--- config.mk ---
export PLATFORM = sky130hd
export DESIGN_NAME = pattern_engine_flat
export DESIGN_NICKNAME = d
export VERILOG_FILES = /design/src/rtl/pattern_engine_if.sv /design/src/rtl/pattern_engine.sv /design/src/flat_wrapper.sv
export SDC_FILE = /design/constraint.sdc
export NUM_CORES = 1
export LEC_CHECK = 0
export BUFFER_PORTS_ARGS = -buffer_cell sky130_fd_sc_hd__buf_2
export CAP_MARGIN = 20
export CORE_UTILIZATION = 25
export DETAILED_ROUTE_END_ITERATION = 7
export MAX_ROUTING_LAYER = met4
export REMOVE_ABC_BUFFERS = 1
export SLEW_MARGIN = 20
export SYNTH_ARGS = -nofsm -noshare
export SYNTH_HDL_FRONTEND = slang
export SYNTH_SLANG_ARGS = --single-unit
--- constraint.sdc ---
create_clock -name i_clk -period 8.6 [get_ports i_clk]
set_input_delay 1.72 -clock i_clk [delete_from_list [all_inputs] [get_ports i_clk]]
set_output_delay 1.72 -clock i_clk [all_outputs]
set_load 0.02 [all_outputs]
--- src/rtl/pattern_engine_if.sv ---
// Port bundle for pattern_engine: incoming syncs and pattern request, aligned video out.
interface pattern_engine_if #(
    parameter int VIDEO_WIDTH = 3
);
    // No handshake: every input is sampled on every clock and every output is
    // valid on every clock, carrying the pixel whose syncs were sampled two clocks earlier.
    logic [2:0]             i_pattern;
    logic                   i_hsync;
    logic                   i_vsync;
    logic                   o_hsync;
    logic                   o_vsync;
    logic [VIDEO_WIDTH-1:0] o_red_video;
    logic [VIDEO_WIDTH-1:0] o_green_video;
    logic [VIDEO_WIDTH-1:0] o_blue_video;
    logic [2:0]             o_pattern_active;

    modport master (
        output i_pattern, i_hsync, i_vsync,
        input  o_hsync, o_vsync, o_red_video, o_green_video, o_blue_video, o_pattern_active
    );

    modport slave (
        input  i_pattern, i_hsync, i_vsync,
        output o_hsync, o_vsync, o_red_video, o_green_video, o_blue_video, o_pattern_active
    );
endinterface

--- src/rtl/pattern_engine.sv ---
// Video test-pattern generator: raster counters, per-frame pattern latch, bouncing box,
// two-stage pipeline (counters + sync delay, then registered colour select).
module pattern_engine #(
    parameter int VIDEO_WIDTH  = 3,
    parameter int TOTAL_COLS   = 800,
    parameter int TOTAL_ROWS   = 525,
    parameter int ACTIVE_COLS  = 640,
    parameter int ACTIVE_ROWS  = 480,
    parameter int CHECKER_LOG2 = 5,
    parameter int BOX_SIZE     = 32
) (
    input logic              i_clk,
    input logic              i_rst_n,
    pattern_engine_if.slave  vid
);
    typedef logic [9:0] cnt_t;

    localparam cnt_t BAR_W   = cnt_t'(ACTIVE_COLS / 8);
    localparam cnt_t X_LIMIT = cnt_t'(ACTIVE_COLS - BOX_SIZE);
    localparam cnt_t Y_LIMIT = cnt_t'(ACTIVE_ROWS - BOX_SIZE);

    cnt_t       col, row, col_next, row_next;
    cnt_t       box_x, box_y, bar;
    logic       dir_x, dir_y;
    logic       started, hsync_d1, vsync_d1;
    logic       frame_start, in_active, in_box, use_ramp;
    logic [2:0] pattern_active, mask;
    logic [10:0] step_x, step_y;
    logic [VIDEO_WIDTH-1:0] red_d, green_d, blue_d;

    // Returns {next_dir, next_pos}; the position holds on the frame where the direction flips.
    function automatic logic [10:0] box_step(input cnt_t pos, input logic dir, input cnt_t limit);
        logic [10:0] res;
        res = {dir, pos};
        if (dir) begin
            if (pos == limit) res = {1'b0, pos};
            else              res = {1'b1, pos + 10'd1};
        end else begin
            if (pos == '0)    res = {1'b1, pos};
            else              res = {1'b0, pos - 10'd1};
        end
        return res;
    endfunction

    // The first clock out of reset and any vsync rising edge both start a new frame.
    always_comb begin
        col_next = col + 10'd1;
        row_next = row;
        if (!started || (!vsync_d1 && vid.i_vsync)) begin
            col_next = '0;
            row_next = '0;
        end else if (col == cnt_t'(TOTAL_COLS - 1)) begin
            col_next = '0;
            row_next = (row == cnt_t'(TOTAL_ROWS - 1)) ? '0 : row + 10'd1;
        end
        frame_start = (col_next == '0) && (row_next == '0);
        step_x      = box_step(box_x, dir_x, X_LIMIT);
        step_y      = box_step(box_y, dir_y, Y_LIMIT);
    end

    always_comb begin
        mask      = 3'b000;
        use_ramp  = 1'b0;
        bar       = col / BAR_W;
        in_active = (col < cnt_t'(ACTIVE_COLS)) && (row < cnt_t'(ACTIVE_ROWS));
        in_box    = (col >= box_x) && ({1'b0, col} < {1'b0, box_x} + 11'(BOX_SIZE)) &&
                    (row >= box_y) && ({1'b0, row} < {1'b0, box_y} + 11'(BOX_SIZE));
        case (pattern_active)
            3'd1: mask = 3'b100;
            3'd2: mask = 3'b010;
            3'd3: mask = 3'b001;
            3'd4: mask = {3{col[CHECKER_LOG2] ^ row[CHECKER_LOG2]}};
            3'd5: begin
                case (bar)
                    10'd0:   mask = 3'b111;
                    10'd1:   mask = 3'b110;
                    10'd2:   mask = 3'b011;
                    10'd3:   mask = 3'b010;
                    10'd4:   mask = 3'b101;
                    10'd5:   mask = 3'b100;
                    10'd6:   mask = 3'b001;
                    default: mask = 3'b000;
                endcase
            end
            3'd6:    use_ramp = 1'b1;
            3'd7:    mask = {3{in_box}};
            default: mask = 3'b000;
        endcase
        red_d   = '0;
        green_d = '0;
        blue_d  = '0;
        if (in_active) begin
            if (use_ramp) begin
                red_d   = col[VIDEO_WIDTH+3:4];
                green_d = col[VIDEO_WIDTH+3:4];
                blue_d  = col[VIDEO_WIDTH+3:4];
            end else begin
                red_d   = {VIDEO_WIDTH{mask[2]}};
                green_d = {VIDEO_WIDTH{mask[1]}};
                blue_d  = {VIDEO_WIDTH{mask[0]}};
            end
        end
    end

    always_ff @(posedge i_clk) begin
        if (!i_rst_n) begin
            started           <= 1'b0;
            col               <= '0;
            row               <= '0;
            hsync_d1          <= 1'b0;
            vsync_d1          <= 1'b0;
            pattern_active    <= '0;
            box_x             <= '0;
            box_y             <= '0;
            dir_x             <= 1'b1;
            dir_y             <= 1'b1;
            vid.o_hsync       <= 1'b0;
            vid.o_vsync       <= 1'b0;
            vid.o_red_video   <= '0;
            vid.o_green_video <= '0;
            vid.o_blue_video  <= '0;
        end else begin
            started  <= 1'b1;
            col      <= col_next;
            row      <= row_next;
            hsync_d1 <= vid.i_hsync;
            vsync_d1 <= vid.i_vsync;
            if (frame_start) begin
                pattern_active <= vid.i_pattern;
                {dir_x, box_x} <= step_x;
                {dir_y, box_y} <= step_y;
            end
            vid.o_hsync       <= hsync_d1;
            vid.o_vsync       <= vsync_d1;
            vid.o_red_video   <= red_d;
            vid.o_green_video <= green_d;
            vid.o_blue_video  <= blue_d;
        end
    end

    assign vid.o_pattern_active = pattern_active;
endmodule
--- src/flat_wrapper.sv ---
// flat-port wrapper written by rule: the top's interface ports become plain ports
module pattern_engine_flat 
#(
    parameter int VIDEO_WIDTH  = 3,
    parameter int TOTAL_COLS   = 800,
    parameter int TOTAL_ROWS   = 525,
    parameter int ACTIVE_COLS  = 640,
    parameter int ACTIVE_ROWS  = 480,
    parameter int CHECKER_LOG2 = 5,
    parameter int BOX_SIZE     = 32
)
  (i_clk, i_rst_n, vid_i_pattern, vid_i_hsync, vid_i_vsync, vid_o_hsync, vid_o_vsync, vid_o_red_video, vid_o_green_video, vid_o_blue_video, vid_o_pattern_active);
  pattern_engine_if #(.VIDEO_WIDTH(VIDEO_WIDTH)) vid_i ();
  input logic i_clk;
  input logic i_rst_n;
  input wire logic [$bits(vid_i.i_pattern)-1:0] vid_i_pattern;
  input wire logic [$bits(vid_i.i_hsync)-1:0] vid_i_hsync;
  input wire logic [$bits(vid_i.i_vsync)-1:0] vid_i_vsync;
  output wire logic [$bits(vid_i.o_hsync)-1:0] vid_o_hsync;
  output wire logic [$bits(vid_i.o_vsync)-1:0] vid_o_vsync;
  output wire logic [$bits(vid_i.o_red_video)-1:0] vid_o_red_video;
  output wire logic [$bits(vid_i.o_green_video)-1:0] vid_o_green_video;
  output wire logic [$bits(vid_i.o_blue_video)-1:0] vid_o_blue_video;
  output wire logic [$bits(vid_i.o_pattern_active)-1:0] vid_o_pattern_active;
  assign vid_i.i_pattern = vid_i_pattern;
  assign vid_i.i_hsync = vid_i_hsync;
  assign vid_i.i_vsync = vid_i_vsync;
  assign vid_o_hsync = vid_i.o_hsync;
  assign vid_o_vsync = vid_i.o_vsync;
  assign vid_o_red_video = vid_i.o_red_video;
  assign vid_o_green_video = vid_i.o_green_video;
  assign vid_o_blue_video = vid_i.o_blue_video;
  assign vid_o_pattern_active = vid_i.o_pattern_active;
  pattern_engine #(.VIDEO_WIDTH(VIDEO_WIDTH), .TOTAL_COLS(TOTAL_COLS), .TOTAL_ROWS(TOTAL_ROWS), .ACTIVE_COLS(ACTIVE_COLS), .ACTIVE_ROWS(ACTIVE_ROWS), .CHECKER_LOG2(CHECKER_LOG2), .BOX_SIZE(BOX_SIZE)) u_core (.i_clk(i_clk), .i_rst_n(i_rst_n), .vid(vid_i));
endmodule
==> impl_metrics.toml <==
[timing]
post-route-period-util_pct = 43.9
rsz0062_at_grt = "false"
tns_ns = 0
worstMarginPinSlew_ns = 0.789
hold_violations = 0
finalMaxSlewViolations = 0
min_period_ns = 3.77
final-setup-viol-count = 0
fmax_mhz = 265
max_slew_margin_pct = 47.4
setup_ws_ns = 4.83
finClkSkew_ns = 0.00858

[setup_path]
cp.required_ns = 8.88
cp-startpoint = "u_core.col[0]$_SDFF_PN0_"
timing.rr.start = "u_core.col[0]$_SDFF_PN0_"
regToRegSetupSlack_ns = 4.83
cp_max_fo = 31
r2r_end = "u_core.box_y[5]$_SDFFE_PN0P_"
path_class = "flop to flop"
crit_end = "u_core.box_y[5]$_SDFFE_PN0P_"
ff2ff_path_depth = 9
arrival_ns = 4.05
critical_path.cell_chain = "ha_1 > nand4_2 > or4_4 > o31ai_1 > a211oi_1 > a311oi_4 > nand2_2 > or4_1 > a21oi_1"
critPathLaunchType = "flop"
cpPeakStageDelay_ns = 0.65
slowest_stage = "or4_4"
critPathCaptureType = "flop"

[yosys]
synth_warnings = 0
synth_ff_type = "dfxtp_1"
synth_top_area_share_pct = 26.6
synth_largest_area_cell = "dfxtp_1"
synthDistinctLibCells = 62
syn-instance-count = 578
post_synth.cell_area_avg_sq_um = 7.67
synth_seq_cells = 59
synthTopCellsByArea = "dfxtp_1 (27%), ha_1 (12%), nor2_1 (4.8%), a21oi_1 (4.0%), xnor2_1 (4.0%)"
syn_area_sq_mm = 0.00443
synth_edf_count = 0
async_reset_ff_share_pct = 0
yosysSeqAreaShare_pct = 26.6

[die]
core-area_sq_mm = 0.0173
dieArea_sq_mm = 0.0183
rows = 48
die_w_um = 135
start_util_pct = 25.6
die_y_um = 135
ioPinCount = 21

[route]
drt_wl_total_um = 11400
antenna_left = 0
route.vias.total = 4093
dr.pass1.iters = 5
remaining_drc_errors = 0
drt_iter0_markers = 316
wire_per_inst_um = 14.1
viasPerCell = 5.07

[global_routing]
top_usage_layer = "met2"
use_met2_pct = 19.9
grt_max_degree = 32
antenna_found_initial = 0
grt_pass1_wl_um = 18800
grt_use_total_pct = 13.5
use_met1_pct = 17.2
grt_pass1_vias = 3776
met3_usage_pct = 3.07
grt_overflow = 0

[pwr]
leakage_nw = 1.81
power-per-cell-area_mw_per_mm2 = 157
ir_drop_mv = 0.0886

[flow_run]
drv_cap = 0

[cts]
cts_buffer_depth = 2
cts.clk_slew.worst_paths_ns = 0.06
htree_levels = 3
cts_buffers = 9
cts.sinks = 59
clockRootBuffer = "clkbuf_16"
cts_tree = "yes"
cts-hold-fix-buffers = 0
clock_latency_ns = 0.34
cts_setup_buffers = 0
cts_resized = 0

[placed_design]
dp.cells = 792
gp_congestion = 0.856
port_buffers = 20
hpwl_um = 8180
pre_cts_slack_ns = 4.59

[worst_hold_path]
hold_path.class = "flop to flop"

[cells_and_area]
drive_above_1_share_pct = 8.06
finalNetCount = 627
n_fill_cell = 1903
finalNonFillerCells = 808
final_util_pct = 28.9
num_antenna_cells = 0
area_delta_synth_final_pct = 13.0

[run_status]
outcome = "complete, no violations"
[cell type report]
cell class	instances	area [sq um]	area share, %
Timing Repair Buffer	22	115	2.30
Clock inverter	6	80.1	1.60
Clock buffer	10	229	4.57
Inverter	43	161	3.22
Tap cell	225	282	5.62
Sequential cell	59	1180	23.6
Multi-Input combinational cell	443	2960	59.1
[worst min-delay path by stage]
stage                     depth (start not counted)                  startpoint                            end
after CTS                                         1  u_core.hsync_d1$_SDFF_PN0_  u_core.vid.o_hsync$_SDFF_PN0_
after global placement                            1  u_core.hsync_d1$_SDFF_PN0_  u_core.vid.o_hsync$_SDFF_PN0_
after floorplan                                   1  u_core.hsync_d1$_SDFF_PN0_  u_core.vid.o_hsync$_SDFF_PN0_
after detailed placement                          1  u_core.hsync_d1$_SDFF_PN0_  u_core.vid.o_hsync$_SDFF_PN0_
after global routing                              1  u_core.hsync_d1$_SDFF_PN0_  u_core.vid.o_hsync$_SDFF_PN0_
final                                             1  u_core.hsync_d1$_SDFF_PN0_  u_core.vid.o_hsync$_SDFF_PN0_
[Yosys cell counts (all sizes together), types with 9 or more instances]
cell,n
dfxtp,59
nor2,58
inv,43
ha,42
a21oi,35
nand2,34
o21ai,33
clkbuf,25
a31oi,20
nand3,20
xnor2,20
nor3,16
nand4,14
or3,14
nor4,9
[routing by layer]
layer	vias up	wire length [um]
met5	-	0
met1	1883	5590
met3	21	470
met2	98	5040
met4	0	304
li1	2091	-
[where the power goes]
group          internal, W  switching [W]
Combinational    0.0000444      0.0000635
Sequential        0.000283      0.0000140
Clock             0.000251       0.000131
Total             0.000579       0.000209
[sequential cells by signal, summed over array words and instances, names as in the netlist, 3 cells and up]
signal	cells
u_core.box_x	10
u_core.box_y	10
u_core.col	10
u_core.row	10
u_core.vid.o_blue_video	3
u_core.vid.o_green_video	3
u_core.vid.o_pattern_active	3
u_core.vid.o_red_video	3
[stage by stage]
stage	total power [W]	area [sq um]	hold slack, ns
final	0.000788	5010	0.431
after global routing	0.000826	5010	0.448
after CTS	0.000796	5010	0.435
after detailed placement	0.000409	4700	0.423
after global placement	0.000409	4700	0.414
after floorplan	0.000380	4300	0.412
[cells by family (layout without fill, tap and decap cells)]
kind of cell | Yosys count | after routing | synth area share [%]
AND/OR/NAND/NOR | 215 | 215 | 25.2
AO/OA/AOI/OAI | 151 | 151 | 22.5
buffers and inverters | 76 | 81 | 6.60
flip-flops | 59 | 59 | 26.6
adder cells (fa/ha/maj) | 43 | 43 | 12.1
XOR/XNOR | 26 | 26 | 5.14
multiplexers | 8 | 8 | 1.81
[cells in the final DEF, fill, tap and decap left out, types with 5 or more instances in the layout]
cell / n
a211oi_1: 7
a21o_1: 5
a21oi_1: 35
a31oi_1: 20
and2_1: 7
and3_1: 8
buf_2: 20
clkbuf_16: 9
dfxtp_1: 59
ha_1: 42
inv_1: 43
mux2i_1: 8
nand2_1: 33
nand2b_1: 5
nand3_1: 20
nand4_1: 13
nor2_1: 57
nor2b_1: 8
nor3_1: 16
nor4_1: 9
o211ai_1: 6
o21a_1: 8
o21ai_0: 33
o31ai_1: 7
or3_1: 14
xnor2_1: 20
xor2_1: 6
[worst max-delay path, delay by kind of cell (launching register included)]
| family | cells | cell delay, ns |
|---|---|---|
| and+or+nand+nor | 4 | 1.96 |
| DFF | 1 | 0.44 |
| adders and majority gates | 1 | 0.33 |
| AOI/OAI and AO/OA | 4 | 0.97 |
Power figures use the tool's default switching activity.
